$ cat src/rtl/core_run_pkg.sv
// Shared types and helpers for the core run controller.
// Optional performance counters are enabled with CORE_RUN_PERF_EN.
package core_run_pkg;

    typedef enum logic [2:0] {
        ST_IDLE   = 3'd0,
        ST_LOAD   = 3'd1,
        ST_LOADED = 3'd2,
        ST_RUN    = 3'd3,
        ST_DONE   = 3'd4,
        ST_ERROR  = 3'd5
    } state_t;

    typedef enum logic [1:0] {
        ERR_NONE     = 2'd0,
        ERR_OVERFLOW = 2'd1,
        ERR_TIMEOUT  = 2'd2,
        ERR_NO_IMAGE = 2'd3
    } err_code_t;

    // Upper bounds for the generic slice helper below.
    localparam int CNT_BUS_MAX = 512;
    localparam int CNT_MAX_W   = 64;

    // Pull core idx's counter out of a flattened per-core bus (zero-extended).
    function automatic logic [CNT_MAX_W-1:0] cnt_slice(input logic [CNT_BUS_MAX-1:0] bus,
                                                       input int idx, input int width);
        logic [CNT_BUS_MAX-1:0] w_mask;
        w_mask = (CNT_BUS_MAX'(1) << width) - CNT_BUS_MAX'(1);
        return CNT_MAX_W'((bus >> (idx * width)) & w_mask);
    endfunction

endpackage

$ cat src/rtl/core_run_channel.sv
// Per-core monitor: end-signal fall/rise tracking, done flag and saturating
// cycle / RAW-stall / flush counters. Perf counters exist only when
// CORE_RUN_PERF_EN is defined; otherwise they read as zero.
module core_run_channel #(
    parameter int CNT_WIDTH = 32
) (
    input  logic                 clock,
    input  logic                 reset,
    input  logic                 i_clear,
    input  logic                 i_run,
    input  logic                 i_end,
    input  logic                 i_raw,
    input  logic                 i_branch,
    output logic                 o_run,
    output logic                 o_done_next,
    output logic [CNT_WIDTH-1:0] o_cycle,
    output logic [CNT_WIDTH-1:0] o_raw_stall,
    output logic [CNT_WIDTH-1:0] o_flush
);

    logic                 r_end_prev;
    logic                 r_seen_fall;
    logic                 r_done;
    logic [CNT_WIDTH-1:0] r_cycle;
    logic                 w_fall;
    logic                 w_rise;
    logic                 w_active;

    // A rise only completes the core once a fall has been seen in this run;
    // the rise cycle itself already counts as finished.
    assign w_fall      = i_run && !r_done && r_end_prev && !i_end;
    assign w_rise      = i_run && !r_done && r_seen_fall && !r_end_prev && i_end;
    assign w_active    = i_run && !r_done && !w_rise;
    assign o_run       = i_run && !r_done;
    assign o_done_next = r_done || w_rise;
    assign o_cycle     = r_cycle;

    // Edge tracking, done flag and the run-cycle counter.
    always_ff @(posedge clock) begin
        if (reset) begin
            r_end_prev  <= 1'b0;
            r_seen_fall <= 1'b0;
            r_done      <= 1'b0;
            r_cycle     <= '0;
        end else begin
            r_end_prev <= i_end;
            if (i_clear) begin
                r_seen_fall <= 1'b0;
                r_done      <= 1'b0;
                r_cycle     <= '0;
            end else begin
                if (w_fall) r_seen_fall <= 1'b1;
                if (w_rise) r_done <= 1'b1;
                if (w_active && r_cycle != '1) r_cycle <= r_cycle + 1'b1;
            end
        end
    end

`ifdef CORE_RUN_PERF_EN
    logic                 r_br_prev;
    logic [CNT_WIDTH-1:0] r_raw_stall;
    logic [CNT_WIDTH-1:0] r_flush;

    assign o_raw_stall = r_raw_stall;
    assign o_flush     = r_flush;

    // Hazard accounting over the same window as the cycle counter.
    always_ff @(posedge clock) begin
        if (reset) begin
            r_br_prev   <= 1'b0;
            r_raw_stall <= '0;
            r_flush     <= '0;
        end else begin
            r_br_prev <= i_branch;
            if (i_clear) begin
                r_raw_stall <= '0;
                r_flush     <= '0;
            end else if (w_active) begin
                if (i_raw && r_raw_stall != '1) r_raw_stall <= r_raw_stall + 1'b1;
                if (i_branch && !r_br_prev && r_flush != '1) r_flush <= r_flush + 1'b1;
            end
        end
    end
`else
    logic w_unused_hazards;
    assign w_unused_hazards = i_raw ^ i_branch;
    assign o_raw_stall      = '0;
    assign o_flush          = '0;
`endif

endmodule

$ cat src/rtl/core_run_controller.sv
// Program loader and run monitor: streams an image into instruction memory,
// releases the cores and measures each core's run length.
// CORE_RUN_PERF_EN enables the RAW-stall and flush counters.
module core_run_controller
    import core_run_pkg::*;
#(
    parameter int NUM_CORES      = 2,
    parameter int INS_WIDTH      = 32,
    parameter int ADDR_WIDTH     = 32,
    parameter int MAX_PROG       = 64,
    parameter int CNT_WIDTH      = 32,
    parameter int TIMEOUT_CYCLES = 4096
) (
    input  logic                           clock,
    input  logic                           reset,
    input  logic [ADDR_WIDTH-1:0]          initial_pc_in,
    input  logic                           load_valid,
    input  logic [INS_WIDTH-1:0]           load_data,
    input  logic                           load_last,
    output logic                           load_ready,
    input  logic                           start_in,
    output logic                           ins_wr_en_out,
    output logic [ADDR_WIDTH-1:0]          ins_wr_addr_out,
    output logic [INS_WIDTH-1:0]           ins_wr_data_out,
    output logic [NUM_CORES-1:0]           core_run_out,
    input  logic [NUM_CORES-1:0]           end_signal_in,
    input  logic [NUM_CORES-1:0]           raw_hazard_in,
    input  logic [NUM_CORES-1:0]           branch_hazard_in,
    output logic [NUM_CORES*CNT_WIDTH-1:0] cycle_count_out,
    output logic [NUM_CORES*CNT_WIDTH-1:0] raw_stall_count_out,
    output logic [NUM_CORES*CNT_WIDTH-1:0] flush_count_out,
    output logic [2:0]                     state_out,
    output logic                           done_out,
    output logic                           error_out,
    output logic [1:0]                     err_code_out
);

    localparam int IDX_W = $clog2(MAX_PROG + 1);
    localparam int RUN_W = $clog2(TIMEOUT_CYCLES + 1);

    state_t                 r_state, w_state_next;
    err_code_t              r_err, w_err_next;
    logic [ADDR_WIDTH-1:0]  r_base, w_base_next;
    logic [IDX_W-1:0]       r_idx, w_idx_next;
    logic [RUN_W-1:0]       r_run_cnt;
    logic                   w_load_ready;
    logic                   w_wr_en;
    logic [ADDR_WIDTH-1:0]  w_wr_addr;
    logic                   w_clear;
    logic                   w_run;
    logic                   w_timeout;
    logic                   w_all_done;

    logic [NUM_CORES-1:0]                w_core_run;
    logic [NUM_CORES-1:0]                w_done_next;
    logic [NUM_CORES-1:0][CNT_WIDTH-1:0] w_cycle;
    logic [NUM_CORES-1:0][CNT_WIDTH-1:0] w_raw_stall;
    logic [NUM_CORES-1:0][CNT_WIDTH-1:0] w_flush;

    assign w_run      = (r_state == ST_RUN);
    assign w_timeout  = w_run && (r_run_cnt == RUN_W'(TIMEOUT_CYCLES - 1));
    assign w_all_done = &w_done_next;

    // Next-state, load handshake and write strobe.
    always_comb begin
        w_state_next = r_state;
        w_err_next   = r_err;
        w_base_next  = r_base;
        w_idx_next   = r_idx;
        w_load_ready = 1'b0;
        w_wr_en      = 1'b0;
        w_wr_addr    = '0;
        w_clear      = 1'b0;
        case (r_state)
            ST_IDLE: begin
                w_load_ready = 1'b1;
                if (start_in) begin
                    w_state_next = ST_ERROR;
                    w_err_next   = ERR_NO_IMAGE;
                end else if (load_valid) begin
                    w_wr_en      = 1'b1;
                    w_wr_addr    = initial_pc_in;
                    w_base_next  = initial_pc_in;
                    w_idx_next   = IDX_W'(1);
                    w_state_next = load_last ? ST_LOADED : ST_LOAD;
                end
            end
            ST_LOAD: begin
                w_load_ready = 1'b1;
                if (load_valid) begin
                    if (r_idx == IDX_W'(MAX_PROG)) begin
                        w_state_next = ST_ERROR;
                        w_err_next   = ERR_OVERFLOW;
                    end else begin
                        w_wr_en    = 1'b1;
                        w_wr_addr  = r_base + ADDR_WIDTH'(r_idx);
                        w_idx_next = r_idx + 1'b1;
                        if (load_last) w_state_next = ST_LOADED;
                    end
                end
            end
            ST_LOADED: begin
                if (start_in) begin
                    w_state_next = ST_RUN;
                    w_clear      = 1'b1;
                end
            end
            ST_RUN: begin
                // Completion beats a same-cycle timeout.
                if (w_all_done) begin
                    w_state_next = ST_DONE;
                end else if (w_timeout) begin
                    w_state_next = ST_ERROR;
                    w_err_next   = ERR_TIMEOUT;
                end
            end
            ST_DONE: begin
                if (start_in) begin
                    w_state_next = ST_RUN;
                    w_clear      = 1'b1;
                end else if (load_valid) begin
                    w_state_next = ST_IDLE;
                end
            end
            ST_ERROR: ;
            default: w_state_next = ST_IDLE;
        endcase
    end

    // FSM and load bookkeeping registers.
    always_ff @(posedge clock) begin
        if (reset) begin
            r_state <= ST_IDLE;
            r_err   <= ERR_NONE;
            r_base  <= '0;
            r_idx   <= '0;
        end else begin
            r_state <= w_state_next;
            r_err   <= w_err_next;
            r_base  <= w_base_next;
            r_idx   <= w_idx_next;
        end
    end

    // Global run-length counter used only for the timeout.
    always_ff @(posedge clock) begin
        if (reset || w_clear) r_run_cnt <= '0;
        else if (w_run)       r_run_cnt <= r_run_cnt + 1'b1;
    end

    genvar g;
    generate
        for (g = 0; g < NUM_CORES; g++) begin : g_ch
            core_run_channel #(.CNT_WIDTH(CNT_WIDTH)) u_ch (
                .clock       (clock),
                .reset       (reset),
                .i_clear     (w_clear),
                .i_run       (w_run),
                .i_end       (end_signal_in[g]),
                .i_raw       (raw_hazard_in[g]),
                .i_branch    (branch_hazard_in[g]),
                .o_run       (w_core_run[g]),
                .o_done_next (w_done_next[g]),
                .o_cycle     (w_cycle[g]),
                .o_raw_stall (w_raw_stall[g]),
                .o_flush     (w_flush[g])
            );
        end
    endgenerate

    // Handshake outputs are forced low while reset is held.
    assign load_ready          = w_load_ready && !reset;
    assign ins_wr_en_out       = w_wr_en && !reset;
    assign ins_wr_addr_out     = ins_wr_en_out ? w_wr_addr : '0;
    assign ins_wr_data_out     = ins_wr_en_out ? load_data : '0;
    assign core_run_out        = w_core_run;
    assign cycle_count_out     = w_cycle;
    assign raw_stall_count_out = w_raw_stall;
    assign flush_count_out     = w_flush;
    assign state_out           = r_state;
    assign done_out            = (r_state == ST_DONE);
    assign error_out           = (r_state == ST_ERROR);
    assign err_code_out        = r_err;

endmodule

$ cat config.mk
export PLATFORM = sky130hd
export DESIGN_NAME = core_run_controller
export DESIGN_NICKNAME = d
export VERILOG_FILES = /design/src/rtl/core_run_pkg.sv /design/src/rtl/core_run_channel.sv /design/src/rtl/core_run_controller.sv
export SDC_FILE = /design/constraint.sdc
export NUM_CORES = 1
export LEC_CHECK = 0
export ABC_AREA = 0
export ABC_CLOCK_PERIOD_IN_PS = 4400
export CORE_ASPECT_RATIO = 1.4
export CORE_MARGIN = 3
export CORE_UTILIZATION = 47
export DETAILED_ROUTE_END_ITERATION = 10
export GPL_TIMING_DRIVEN = 0
export HOLD_SLACK_MARGIN = 0.12
export PLACE_DENSITY_LB_ADDON = 0.15
export SYNTH_ARGS = -nofsm -noshare
export SYNTH_HDL_FRONTEND = slang
export SYNTH_SLANG_ARGS = --single-unit
export TNS_END_PERCENT = 100
$ cat constraint.sdc
create_clock -name clock -period 4.4 [get_ports clock]
set_input_delay 0.88 -clock clock [delete_from_list [all_inputs] [get_ports clock]]
set_output_delay 0.88 -clock clock [all_outputs]
set_load 0.1 [all_outputs]
After elaboration in Yosys (flattened, before gate mapping)
Index checks and enable logic that the tools add are counted.
Word-level totals
  bits in registers: 127
  output and inout bits: 267
  logic and storage cells: 122
Operators by class
  $add $sub $neg: 5
  equal/unequal tests: 22
  mux-type cells: 38
  bitwise operators: 2
  reduce and logical (&&, ||, !) cells: 42
Operators with widths (number)
  $mux 32: 6
  $add 32x1->32 const B: 2
  $ne 32x32->1 const B: 2
  $pmux 32 s2: 1
  $add 32x7->32: 1
  $mux 3: 10
  $mux 7: 4
  $logic_and 1x1->1: 19
  $ne 2x2->1 const B: 9
  $pmux 3 s6: 1
  $pmux 7 s2: 1
  $add 13x1->13 const B: 1
  $eq 13x12->1 const B: 1
  $mux 2: 6
  $ne 3x3->1 const B: 4
  $logic_not 1->1: 9
  $add 7x1->7 const B: 1
  $eq 7x7->1 const B: 1
  $mux 1: 7
  $reduce_and 7->1: 1
  $eq 3x2->1 const B: 2
  $eq 3x3->1 const B: 2
  $pmux 2 s3: 1
  $reduce_and 6->1: 1
  other kinds (11): 16

Depth between registers and ports, before layout
  depth in word-level cells: 9
  mapped depth: 10

By module
From an unflattened synthesis, not the netlist that was laid out.
Second synthesis, totals
  cell total of the unflattened synthesis: 1121
  area total of the unflattened synthesis: 8628.3 µm²
Modules (own cells, without submodules)
  core_run_channel: instances 2, cells each 296, area each 2377.3 µm², seq. area each 700.7 µm²
  core_run_controller: instances 1, cells each 529, area each 3873.7 µm², seq. area each 1141.1 µm²

Worst setup path before layout
Ideal clock, no wire load.
  kind: input to output
  start: in reset
  end: out ins_wr_addr_out[11]
  arrival time: 4.633 ns
  data required time: 3.520 ns
  slack: -1.113 ns
  cell stages on the path: 6
  path buffers: 2
  cell sequence: or3_1 -> clkbuf_1 -> inv_1 -> nand2_1 -> clkbuf_1 -> o21ai_0
On the way
  word-level cells in the longest chain between the ends: 3
RTL lines
  start, declared: line core_run_controller.sv:15  | input logic reset,
  $logic_not 1->1: line core_run_controller.sv:173  | assign ins_wr_en_out = w_wr_en && !reset;
  $logic_and 1x1->1: line core_run_controller.sv:173
  $mux 32: line core_run_controller.sv:174  | assign ins_wr_addr_out = ins_wr_en_out ? w_wr_addr : '0;
  end, declared: line core_run_controller.sv:23  | output logic [ADDR_WIDTH-1:0] ins_wr_addr_out,
Every way passes these cells.

Final worst setup path
  start: reg r_idx[0]
  end: out ins_wr_addr_out[22]
On the way
  word-level cells in the longest chain between the ends: 6
RTL lines
  start, declared: line core_run_controller.sv:44  | logic [IDX_W-1:0] r_idx, w_idx_next;
  start signal, assigned: line core_run_controller.sv:141  | r_idx <= w_idx_next;
  parallel branches: the longest is 5 deep, another holds $add 32x7->32
  $mux 32 *: line core_run_controller.sv:174
Every way passes the cells marked *.

==> key figures <==
Routing
  • Drt pass-1 iters: 5
  • Detailed router's first-iteration violation count: roughly 350
  • DR WL met3: roughly 1.9 mm
  • WL per Instance: ~15 µm
  • Vias per cell: between 4 and 5
  • Metal2 WL: between 10 and 15 mm
  • WL final: ~24 mm
  • Wl on met1: ~9.2 mm
  • Top layer in use: met4
  • Residual DRC: 0
  • Routed via count: 7951
  • Number of routed nets with antenna violations: 0

Layout
  • Share of layout cells above drive strength 1: between 10% and 20%
  • Most frequent cells in the layout: buf_4 (150), clkdlybuf4s50_1 (144), nand2_1 (134)
  • Commonest non-fill, non-tap cell in the layout: buf_4
  • Final nets: between 1000 and 1500
  • Filler cells: ~1400
  • Register area: 0.00254 mm²
  • Area growth, synth to finish: 40.8%
  • Multi-input logic area: between 0.004 and 0.005 mm²
  • Design area: 0.0113 mm²
  • Ant. Diodes: 0

Floorplan
  • # IOs: 342
  • Initial core utilization: approximately half
  • Floorplan row count: 55
  • Core region area: 0.0164 mm²
  • Die Wd: approximately 120 µm
  • Chip height: 161 µm
  • Die ar.: approximately 0.019 mm²

Global routing
  • Largest net degree at the start of global routing: 17
  • Total grt overflow: 0
  • GRT Overall Usage: 24.4%
  • First-pass GRT wire length: around 37 mm
  • Vias in the first global route: 7611
  • Initial antenna violation count: 0

Synth
  • Dominant synthesized flop cell: dfxtp_1
  • Ys Warns: 0
  • Distinct cells, synth: 55
  • Top cells by area, synth: dfxtp_1 (32%), buf_4 (12%), nand2_1 (6.3%)
  • Post-Synthesis Cell Area: ~0.008 mm²
  • Post-synthesis sequential area ratio: 31.6%
  • Mapped Cells: 1047
  • Number of synthesized flops with an enable pin: 0
  • Yosys reg bits: roughly 130
  • Top cell type's share of synthesized area: 31.6%
  • Post-synth ARST share: 0%
  • Mean post-synth cell area: approximately 7.7 µm²
  • Area leader, netlist: dfxtp_1

Timing
  • Final Max Slew Viols: 0
  • TNS Setup: 0 ns
  • Layout Skew: 0.0123 ns
  • Setup violations, final: 0
  • Fin crit period: roughly 4.3 ns
  • Max Clk Rate: around 0.23 GHz
  • Hold Violations, Final: 0
  • Slew HR: 27.3%
  • RSZ-0062 raised after global routing: no
  • Hold slack final: ~0.47 ns
  • Crit share post-route: a little over nine tenths
  • Tightest Pin Transition: around 1.1 ns

CTS
  • Worst-path clk slew: about 0.060 ns
  • TritonCTS clock tree: done
  • # H-tree levels: 4
  • Worst-Skew Late Latency: between 0.4 and 0.5 ns
  • Clk Tree Root Cell: clkbuf_16
  • Total CTS buffers: 17
  • Clk sink count: about 130
  • CTS Buffer Depth: 2

Power
  • P_int: 2.42 mW
  • Reg power frac: around 28%
  • Leakage: about 4.6 nW
  • Power density cells: 412 mW/mm²
  • Switching power: 2.24 mW
  • Peak VDD IR: 0.254 mV
  • Sw Share: between 40% and 50%
  • Clock share of power: about 29%
  • Combinational power share: 43.4%

Status
  • Status: finished, final reports clean

Worst setup path
  • Worst EP arrival: 3.38 ns
  • Worst EP required: roughly 3.5 ns
  • CP max FO: 10
  • Crit start category: register
  • Crit Path Category: register to output port
  • CP endpoint kind: output port

Placement
  • # port buffers: 209
  • HPWL after DPL: between 15 and 20 mm
  • Placed Area: ~0.011 mm²
  • GPL Wtd Cong: roughly 0.95

Min path
  • Worst Hold Class: register to register

Run
  • Max Cap Violations: 0
[logic make-up (layout without fill, tap and decap cells)]
logic type                 Yosys count  after routing  share of synthesized area [%]
muxes                                3              3                          0.374
adders and majority gates           13             13                           2.12
AOI/OAI and AO/OA                  138            138                           9.95
other                                1            128                         0.0467
xor gates and xnor gates            95             95                           10.4
DFF                                127            127                           31.6
and+or+nand+nor                    482            482                           30.5
buffers and inverters              188            430                           15.1
[power by group through the flow]
stage	registers, mW	logic, mW	clock network (mW)
final	1.29	2.02	1.35
after global placement	1.31	2.03	0
after detailed placement	1.31	2.04	0
after floorplan	1.45	1.50	0
after global routing	1.30	2.12	1.41
after CTS	1.29	2.01	1.36
[cell usage after synthesis (5+ instances only)]
cell	instances
and2_1	41
and4_1	13
nand2_1	134
a31oi_1	5
clkbuf_1	35
ha_1	12
o21ai_0	42
nand3_1	48
a211oi_1	5
or3_1	15
nor3_1	25
nor4_1	12
nor2_1	105
xor2_1	47
inv_1	19
xnor2_1	48
and3_1	15
nand2b_1	10
o211ai_1	6
a21oi_1	67
dfxtp_1	127
nand4_1	39
buf_4	132
[critical path: stages (launching register included)]
cell and delay [ns]:
dfxtp_2 0.41, ha_1 0.23, inv_1 0.07, fa_1 0.39, nand2b_1 0.20, a21oi_1 0.21, o221ai_1 0.29, buf_2 0.30
nor4_1 0.32, xnor2_1 0.10, o21ai_1 0.13, buf_4 0.31
[layer usage]
layer / up-vias / track usage, %
met5: - / 0
met4: 0 / 7.18
met3: 35 / 7.05
met2: 284 / 43.9
met1: 3596 / 27.2
li1: 4036 / -
[final cells by class]
type,instances,share of cell area (%)
buffer,167,10.1
timing repair buffer,212,17.3
sequential,127,22.5
clock buffer,18,3.88
multi-input combinational,859,42.4
inverter,19,0.630
clock inverter,14,1.07
tap,199,2.20
[sequential cells by signal, summed over array words and instances, names as in the netlist]
signal	flops
err_code_out	2
r_run_cnt	13
g_ch.u_ch.r_done	2
r_idx	7
g_ch.u_ch.r_seen_fall	2
state_out	3
g_ch.u_ch.r_end_prev	2
r_base	32
g_ch.u_ch.o_cycle	64
[final timing paths]
kind	startpoint	to	slack (ns)	cells past startpoint
worst max-delay path	r_idx[0]$_SDFFE_PP0P_	ins_wr_addr_out[22]	0.14	11
worst min-delay path	r_base[31]$_SDFFE_PP0P_	r_base[31]$_SDFFE_PP0P_	0.47	2
worst max register to register	state_out[0]$_SDFFE_PP0P_	g_ch[0].u_ch.o_cycle[28]$_SDFFE_PP0P_	2.10	7
worst min register to register	r_base[31]$_SDFFE_PP0P_	r_base[31]$_SDFFE_PP0P_	0.47	2
[through the flow]
stage	utilization (%)	setup WS [ns]	power (mW)	instances
after detailed placement	66.0	-0.818	3.35	1582
after floorplan	-	-0.413	2.94	1174
final	68.8	0.138	4.66	1615
after global routing	68.8	0.00332	4.83	1615
after global placement	66.0	-0.813	3.34	1582
after CTS	68.5	-0.00101	4.66	1614
[repair_timing]
action	in CTS	in global routing
hold endpoints to repair	0	0
hold buffers	0	0
endpoints found under the setup margin	65	62
setup buffers	0	3
gates resized for setup	310	46
pin swaps	0	1
Note: power is estimated with default switching activity, not from simulation.
